<file path="config.mk">
export PLATFORM = sky130hd
export DESIGN_NAME = bcd7_scan_driver
export DESIGN_NICKNAME = d
export VERILOG_FILES = /design/src/rtl/bcd7_scan_driver.sv
export SDC_FILE = /design/constraint.sdc
export NUM_CORES = 1
export LEC_CHECK = 0
export CAP_MARGIN = 10
export CORE_MARGIN = 2
export CORE_UTILIZATION = 30
export DETAILED_ROUTE_END_ITERATION = 16
export PLACE_DENSITY = 0.44
export SLEW_MARGIN = 20
export SYNTH_ARGS = -nofsm -noshare
export SYNTH_HDL_FRONTEND = slang
export SYNTH_SLANG_ARGS = --single-unit
</file>
<file path="constraint.sdc">
create_clock -name clk -period 7.57 [get_ports clk]
set_clock_uncertainty 0.1 [all_clocks]
set_input_delay 1.514 -clock clk [delete_from_list [all_inputs] [get_ports clk]]
set_output_delay 1.514 -clock clk [all_outputs]
set_load 0.05 [all_outputs]
</file>
<file path="src/rtl/bcd7_scan_driver.sv">
// Time-multiplexed BCD-to-7-segment scan driver with ghost blanking, frame-boundary
// display update via a valid/ready load port, and leading-zero suppression.
// Define BCD7_SCAN_HEX_DIGITS_EN to decode values 10..15 as A,b,C,d,E,F instead of blank.
module bcd7_scan_driver #(
  parameter int NUM_DIGITS = 4,
  parameter int SCAN_DIV   = 1000,
  parameter int BLANK_CYC  = 2
) (
  input  logic                    clk,
  input  logic                    rst,
  input  logic                    load_valid,
  output logic                    load_ready,
  input  logic [4*NUM_DIGITS-1:0] load_data,
  input  logic [NUM_DIGITS-1:0]   load_dp,
  input  logic                    lz_en,
  output logic [6:0]              seg,
  output logic                    dp,
  output logic [NUM_DIGITS-1:0]   an,
  output logic                    frame_done
);

  localparam int MAX_CYC = (SCAN_DIV > BLANK_CYC) ? SCAN_DIV : BLANK_CYC;
  localparam int CNT_W   = (MAX_CYC > 1) ? $clog2(MAX_CYC) : 1;
  localparam int IDX_W   = (NUM_DIGITS > 1) ? $clog2(NUM_DIGITS) : 1;
  localparam logic [CNT_W-1:0] BLANK_LAST = CNT_W'(BLANK_CYC - 1);
  localparam logic [CNT_W-1:0] DRIVE_LAST = CNT_W'(SCAN_DIV - 1);
  localparam logic [IDX_W-1:0] IDX_LAST   = IDX_W'(NUM_DIGITS - 1);

  typedef enum logic {ST_BLANK, ST_DRIVE} state_t;

  state_t                  state_q, state_d;
  logic [CNT_W-1:0]        cnt_q, cnt_d;
  logic [IDX_W-1:0]        idx_q, idx_d;
  logic [4*NUM_DIGITS-1:0] disp_data_q, disp_data_d;
  logic [NUM_DIGITS-1:0]   disp_dp_q, disp_dp_d;
  logic [4*NUM_DIGITS-1:0] pend_data_q, pend_data_d;
  logic [NUM_DIGITS-1:0]   pend_dp_q, pend_dp_d;
  logic                    pend_full_q, pend_full_d;
  logic [6:0]              seg_q, seg_d;
  logic                    dp_q, dp_d;
  logic [NUM_DIGITS-1:0]   an_q, an_d;
  logic                    frame_done_q, frame_done_d;
  logic                    boundary;
  logic                    load_fire;
  logic [3:0]              digit_val;

  function automatic logic [6:0] seg_decode(input logic [3:0] v);
    case (v)
      4'd0:    seg_decode = 7'h3F;
      4'd1:    seg_decode = 7'h06;
      4'd2:    seg_decode = 7'h5B;
      4'd3:    seg_decode = 7'h4F;
      4'd4:    seg_decode = 7'h66;
      4'd5:    seg_decode = 7'h6D;
      4'd6:    seg_decode = 7'h7D;
      4'd7:    seg_decode = 7'h07;
      4'd8:    seg_decode = 7'h7F;
      4'd9:    seg_decode = 7'h6F;
`ifdef BCD7_SCAN_HEX_DIGITS_EN
      4'd10:   seg_decode = 7'h77;
      4'd11:   seg_decode = 7'h7C;
      4'd12:   seg_decode = 7'h39;
      4'd13:   seg_decode = 7'h5E;
      4'd14:   seg_decode = 7'h79;
      default: seg_decode = 7'h71;
`else
      default: seg_decode = 7'h00;
`endif
    endcase
  endfunction

  // True when digit k and every more-significant digit are zero; digit 0 never qualifies.
  function automatic logic lz_blank(input logic [4*NUM_DIGITS-1:0] data,
                                    input logic [IDX_W-1:0] k);
    logic nonzero;
    nonzero = 1'b0;
    for (int j = 0; j < NUM_DIGITS; j++) begin
      if (j >= int'(k) && data[4*j +: 4] != 4'd0) nonzero = 1'b1;
    end
    lz_blank = (k != '0) && !nonzero;
  endfunction

  assign load_fire = load_valid && !pend_full_q;
  assign digit_val = disp_data_q[4*idx_d +: 4];

  always_comb begin
    state_d      = state_q;
    cnt_d        = cnt_q + CNT_W'(1);
    idx_d        = idx_q;
    boundary     = 1'b0;
    case (state_q)
      ST_BLANK: begin
        if (cnt_q == BLANK_LAST) begin
          state_d = ST_DRIVE;
          cnt_d   = '0;
        end
      end
      default: begin
        if (cnt_q == DRIVE_LAST) begin
          state_d = ST_BLANK;
          cnt_d   = '0;
          if (idx_q == IDX_LAST) begin
            idx_d    = '0;
            boundary = 1'b1;
          end else begin
            idx_d = idx_q + IDX_W'(1);
          end
        end
      end
    endcase

    // Display only swaps at the frame boundary so a frame is never torn.
    pend_full_d = pend_full_q;
    disp_data_d = disp_data_q;
    disp_dp_d   = disp_dp_q;
    if (boundary && pend_full_q) begin
      disp_data_d = pend_data_q;
      disp_dp_d   = pend_dp_q;
      pend_full_d = 1'b0;
    end
    if (load_fire) pend_full_d = 1'b1;
    pend_data_d = load_fire ? load_data : pend_data_q;
    pend_dp_d   = load_fire ? load_dp : pend_dp_q;

    seg_d        = 7'h00;
    dp_d         = 1'b0;
    an_d         = '0;
    frame_done_d = boundary;
    if (state_d == ST_DRIVE) begin
      an_d  = NUM_DIGITS'(1) << idx_d;
      dp_d  = disp_dp_q[idx_d];
      seg_d = (lz_en && lz_blank(disp_data_q, idx_d)) ? 7'h00 : seg_decode(digit_val);
    end
  end

  always_ff @(posedge clk or posedge rst) begin
    if (rst) begin
      state_q      <= ST_BLANK;
      cnt_q        <= '0;
      idx_q        <= '0;
      disp_data_q  <= '0;
      disp_dp_q    <= '0;
      pend_full_q  <= 1'b0;
      seg_q        <= 7'h00;
      dp_q         <= 1'b0;
      an_q         <= '0;
      frame_done_q <= 1'b0;
    end else begin
      state_q      <= state_d;
      cnt_q        <= cnt_d;
      idx_q        <= idx_d;
      disp_data_q  <= disp_data_d;
      disp_dp_q    <= disp_dp_d;
      pend_full_q  <= pend_full_d;
      seg_q        <= seg_d;
      dp_q         <= dp_d;
      an_q         <= an_d;
      frame_done_q <= frame_done_d;
    end
  end

  // Pending payload is qualified by pend_full, so it needs no reset.
  always_ff @(posedge clk) begin
    pend_data_q <= pend_data_d;
    pend_dp_q   <= pend_dp_d;
  end

  assign load_ready = !pend_full_q;
  assign seg        = seg_q;
  assign dp         = dp_q;
  assign an         = an_q;
  assign frame_done = frame_done_q;

endmodule

</file>
; ---- After elaboration in Yosys (flattened, before gate mapping)
; Memory sizes are Yosys's and may differ from the RTL's.
; Index checks and enable logic that the tools add are counted.
[totals]
in_bits = 24
output_inout_bits = 14
romBits = 112
reg_bits = 67
n_memories = 1
[classes]
mux = 25
add_sub_neg = 2
reduce_logical = 15
n_eq_ne = 3
n_lt_le_gt_ge = 4
n_shift = 2
[memory_table]
columns = memory, words, word_bits, rd, rd_clocked_by_memory_dff, wr, line_no
row1 = (name not given), 16, 7, 1, 0, 0, 48  ; case (v)
[ops]
columns = op, count
row1 = 2-to-1 mux 10 bit, 3
row2 = nonzero test 4 bit, 4
row3 = variable part select 16 x 5 -> 4 bit, 1
row4 = 2-to-1 mux 1 bit, 15
row5 = 2-to-1 mux 7 bit, 2
row6 = adder 10 x 1 -> 10 bit (second input constant), 1
row7 = == test 10 x 1 -> 1 bit (second input constant), 1
row8 = == test 10 bit (second input constant), 1
row9 = logical AND 1 bit, 7
row10 = 2-to-1 mux 2 bit, 3
row11 = greater-or-equal comparator 1 x 2 -> 1 bit (first input constant), 2
row12 = 2-to-1 mux 4 bit, 1
row13 = nonzero test 2 bit, 2
row14 = << shifter 1 x 2 -> 4 bit (first input constant), 1
row15 = < comparator 2 x 3 -> 1 bit (second input constant), 1
row16 = adder 2 x 1 -> 2 bit (second input constant), 1
row17 = binary-select mux 1 bit (select 2 bit), 1
row18 = == test 2 bit (second input constant), 1
row19 = greater-or-equal comparator 2 bit (first input constant), 1
row20 = logical NOT 1 bit, 2

; ---- Longest topological paths before layout
[logic_depth]
word_depth = 16
mapped_depth = 12

; ---- Worst setup path before layout
; OpenSTA, ideal clock, no wires.
[synth_path]
path_kind = reg2reg
from = register cnt_q[4]
to = register seg_q[1] (netlist: seg[1])
arrival_time_ps = 2770
setup_ps = 136
required_time_ps = 7334
period_less_slack_ps = 3006
n_path_buf = 0
path_stages_with_launch = 10
path_slack_ps = 4564
path_cell_list = dfrtp_1 -> nand4bb_4 -> nor4_4 -> mux2i_2 -> inv_2 -> a41oi_1 -> inv_1 -> ha_1 -> o21ai_0 -> a21oi_1
[synth_via]
elab_chain_len = 15
elab_cells_between_ends = 26
[synth_rtl]
columns = item, line_no
row1 = from (decl), 32  ; logic [CNT_W-1:0] cnt_q, cnt_d;
row2 = from (signal assigned), 150  ; cnt_q <= cnt_d;
row3 = == test 10 bit *, 99  ; if (cnt_q == DRIVE_LAST) begin
row4 = 2-to-1 mux 2 bit *, 99
row5 = 2-to-1 mux 2 bit *, 91  ; case (state_q)
row6 = named net idx_d[1], 33  ; logic [IDX_W-1:0] idx_q, idx_d;
row7 = greater-or-equal comparator 1 x 2 -> 1 bit, 78  ; if (j >= int'(k) && data[4*j +: 4] != 4'd0) nonzero = 1'b1;
row8 = logical AND 1 bit, 78
row9 = 2-to-1 mux 1 bit (4 in series), 78
row10 = 2-to-1 mux 1 bit, 129  ; if (state_d == ST_DRIVE) begin
row11 = logical NOT 1 bit, 80  ; lz_blank = (k != '0) && !nonzero;
row12 = logical AND 1 bit, 80
row13 = logical AND 1 bit, 132  ; seg_d = (lz_en && lz_blank(disp_data_q, idx_d)) ? 7'h00 : seg_decode(digit_val);
row14 = 2-to-1 mux 7 bit *, 132
row15 = 2-to-1 mux 7 bit *, 129
row16 = named net seg_d[1], 39  ; logic [6:0] seg_q, seg_d;
row17 = to (signal assigned), 155  ; seg_q <= seg_d;
row18 = to (decl), 39
; The timed path passes the listed nets; every way through them passes the cells marked *. The select of a mux whose other input is x is not followed.
; A chain may end at the register's enable or synchronous reset.

; ---- Final worst setup path
[layout_path]
from = register cnt_q[0]
to = register seg_q[1] (netlist: seg[1])
; Same word-level chain as after synthesis.

==> impl_metrics.json <==
{
  "outcome": "completed",
  "clock_sinks": 67,
  "die_area_mm2": 0.0111,
  "min_period_ps": 3600,
  "drive_gt1_share_pct": 17.0,
  "nFillCells": 966,
  "max_freq_ghz": 0.277,
  "hpwl_um": 4210,
  "diodes": 0,
  "place_congestion": 0.793,
  "grt_pass1_vias": 2013,
  "grt_max_degree": 48,
  "maxCapViolCount": 0,
  "synth_edf_count": 20,
  "path_clk_slew_ps": 70,
  "post_cts_buffers": 0,
  "netlist_instances": 252,
  "synth_area_per_cell_um2": 12.2,
  "netlist_area_mm2": 0.00307,
  "synth_most_common_cell": "dfrtp_1",
  "cts_resized": 0,
  "start_kind": "flop",
  "yosysSeqAreaShare_pct": 57.8,
  "cts_tree": "built",
  "fin_cells": 433,
  "synth_area_leader_cell": "dfrtp_1",
  "async_reset_ff_share_pct": 70.1,
  "wl_um": 6060,
  "total_leakage_power_nw": 1.58,
  "grt_pass1_wl_um": 10100,
  "relSlewSlack_pct": 36.4,
  "required_ps": 7680,
  "cts_htree_levels": 3,
  "hp-class": "reg2reg",
  "power_density_mw_per_mm2": 175,
  "viasPerCell": 4.64,
  "grt_use_total_pct": 11.7,
  "layout_worst_path_cycle_share_pct": 47.6,
  "cts-root-buf": "clkbuf_8",
  "chipWidth_um": 105,
  "antenna_found_initial": 0,
  "power_w": 0.000662,
  "critPathMaxFanout": 10,
  "clockBufferDepth": 2,
  "fin_nets": 327,
  "rows": 36,
  "setup_viol": 0,
  "clk_latency_ps": 350,
  "ant_nets": 0,
  "synth_common_cells": "dfrtp_1 (47), edfxtp_1 (20), mux2_2 (20), nand2_1 (19), nand3_1 (17)",
  "io_pins": 38,
  "grt_overflow": 0,
  "final-max-slew-violation-count": 0,
  "synth-seq-cells": 67,
  "drt-wirelength-per-cell_um": 14.0,
  "r2r_slack_ps": 3970,
  "ir_worst_vdd_mv": 0.0796,
  "drc": 0,
  "synthFlopType": "dfrtp_1",
  "placedCellCount": 417,
  "drtPass1Iterations": 4,
  "io_buffer_count": 37,
  "timing_worst_setup_path_type": "reg2reg",
  "areaGrowthSynthToFinish_pct": 23.4,
  "final-hold-violation-count": 0,
  "synth_cell_types": 43,
  "synth_nets": 284,
  "ys_warn_count": 0,
  "core-area_mm2": 0.00986,
  "arrival_ps": 3710,
  "cts_hold_buf": 0,
  "setup.worst_path.end_class": "flop",
  "synth_top_area_share_pct": 38.3,
  "synth_area_leaders": "dfrtp_1 (38%), edfxtp_1 (20%), mux2_2 (7.3%)",
  "rsz0062_at_grt": "no",
  "worst_pin_slew_ps": 953,
  "tns_ps": 0,
  "vias": 2007,
  "die_y_um": 105,
  "drt-initial-drc-count": 50,
  "floorplan.initialDensity_pct": 31.2,
  "numCtsBuffers": 9
}
[worst paths after layout]
check / from / to / cells after the start
worst min-delay path: pend_data_q[14] / disp_data_q[14] / 1
min in group asynchronous: rst / cnt_q[8] / 2
worst max register to register: cnt_q[0] / seg[1] / 10
worst min register to register: pend_data_q[14] / disp_data_q[14] / 1
worst max-delay path: cnt_q[0] / seg[1] / 10
max in group asynchronous: rst / disp_data_q[5] / 2
[power by group]
group | total, W | leakage, nW | switching, W | internal (W)
Combinational | 0.0000168 | 0.728 | 0.00000639 | 0.0000104
Sequential | 0.000373 | 0.766 | 0.0000000000000000000444 | 0.000373
Clock | 0.000273 | 0.0855 | 0.000143 | 0.000130
Total | 0.000662 | 1.58 | 0.000149 | 0.000513
[layout by cell type (no fill, tap or decap), types with 3 or more instances in the layout]
cell type        count
a21oi_1              6
and3_1               5
and3b_1              3
clkbuf_8            10
clkdlybuf4s50_1     37
clkinvlp_4           3
dfrtp_1             47
edfxtp_1            20
ha_1                 8
inv_1               10
mux2_2              20
mux2i_1              8
nand2_1             19
nand3_1             17
nand4_1              4
nor2_1              15
nor2b_1              7
nor3_1               4
nor3b_1              5
nor4_1               5
o21ai_0              3
xnor2_1              6
xor2_1               3
[per-stage QoR]
stage          area, um2  hold WS, ps  utilization [%]  worst slack [ps]
4_1_cts             3790          385             38.4              3950
2_1_floorplan       3070          354                -              4560
6_report            3790          381             38.4              3970
5_1_grt             3790          391             38.4              3690
3_5_place_dp        3600          366             36.5              3980
3_3_place_gp        3600          359             36.5              4030
[layer usage]
metal / vias to the layer above / GRT usage [%] / routed length, um
met5: - / 0 / 0
met2: 42 / 18.6 / 2890
met1: 966 / 14.9 / 2810
li1: 990 / - / -
met3: 9 / 3.28 / 281
met4: 0 / 4.86 / 91
[flip-flops by register name, summed over array words and instances (netlist names), 2 cells and up]
name and cells:
idx_q 2, disp_data_q 16, pend_data_q 16, disp_dp_q 4
an 4, pend_dp_q 4, seg 7, cnt_q 10
[cells by family after synthesis]
group	after synthesis	share of synthesized area, %
adders and majority gates	8	3.26
AOI/OAI and AO/OA	23	5.66
and+or+nand+nor	97	18.0
buffers and inverters	19	2.36
DFF	67	57.8
muxes	29	10.4
xor gates and xnor gates	9	2.57
[layout make-up]
class	instances	area, um2	share of cell area [%]
Multi-Input combinational cell	166	1230	32.4
Sequential cell	67	1780	46.9
Tap cell	133	166	4.39
Clock inverter	6	48.8	1.29
Timing Repair Buffer	39	385	10.2
Clock buffer	10	138	3.63
Inverter	12	46.3	1.22
[critical path, cell delays in order (launching register included)]
cell	delay, ps
dfrtp_1	420
ha_1	230
nand2_1	170
nor4_4	600
mux2i_2	620
inv_2	170
a41oi_1	410
inv_1	160
ha_1	330
o21ai_0	160
a21oi_1	80
Power figures use the tool's default switching activity.
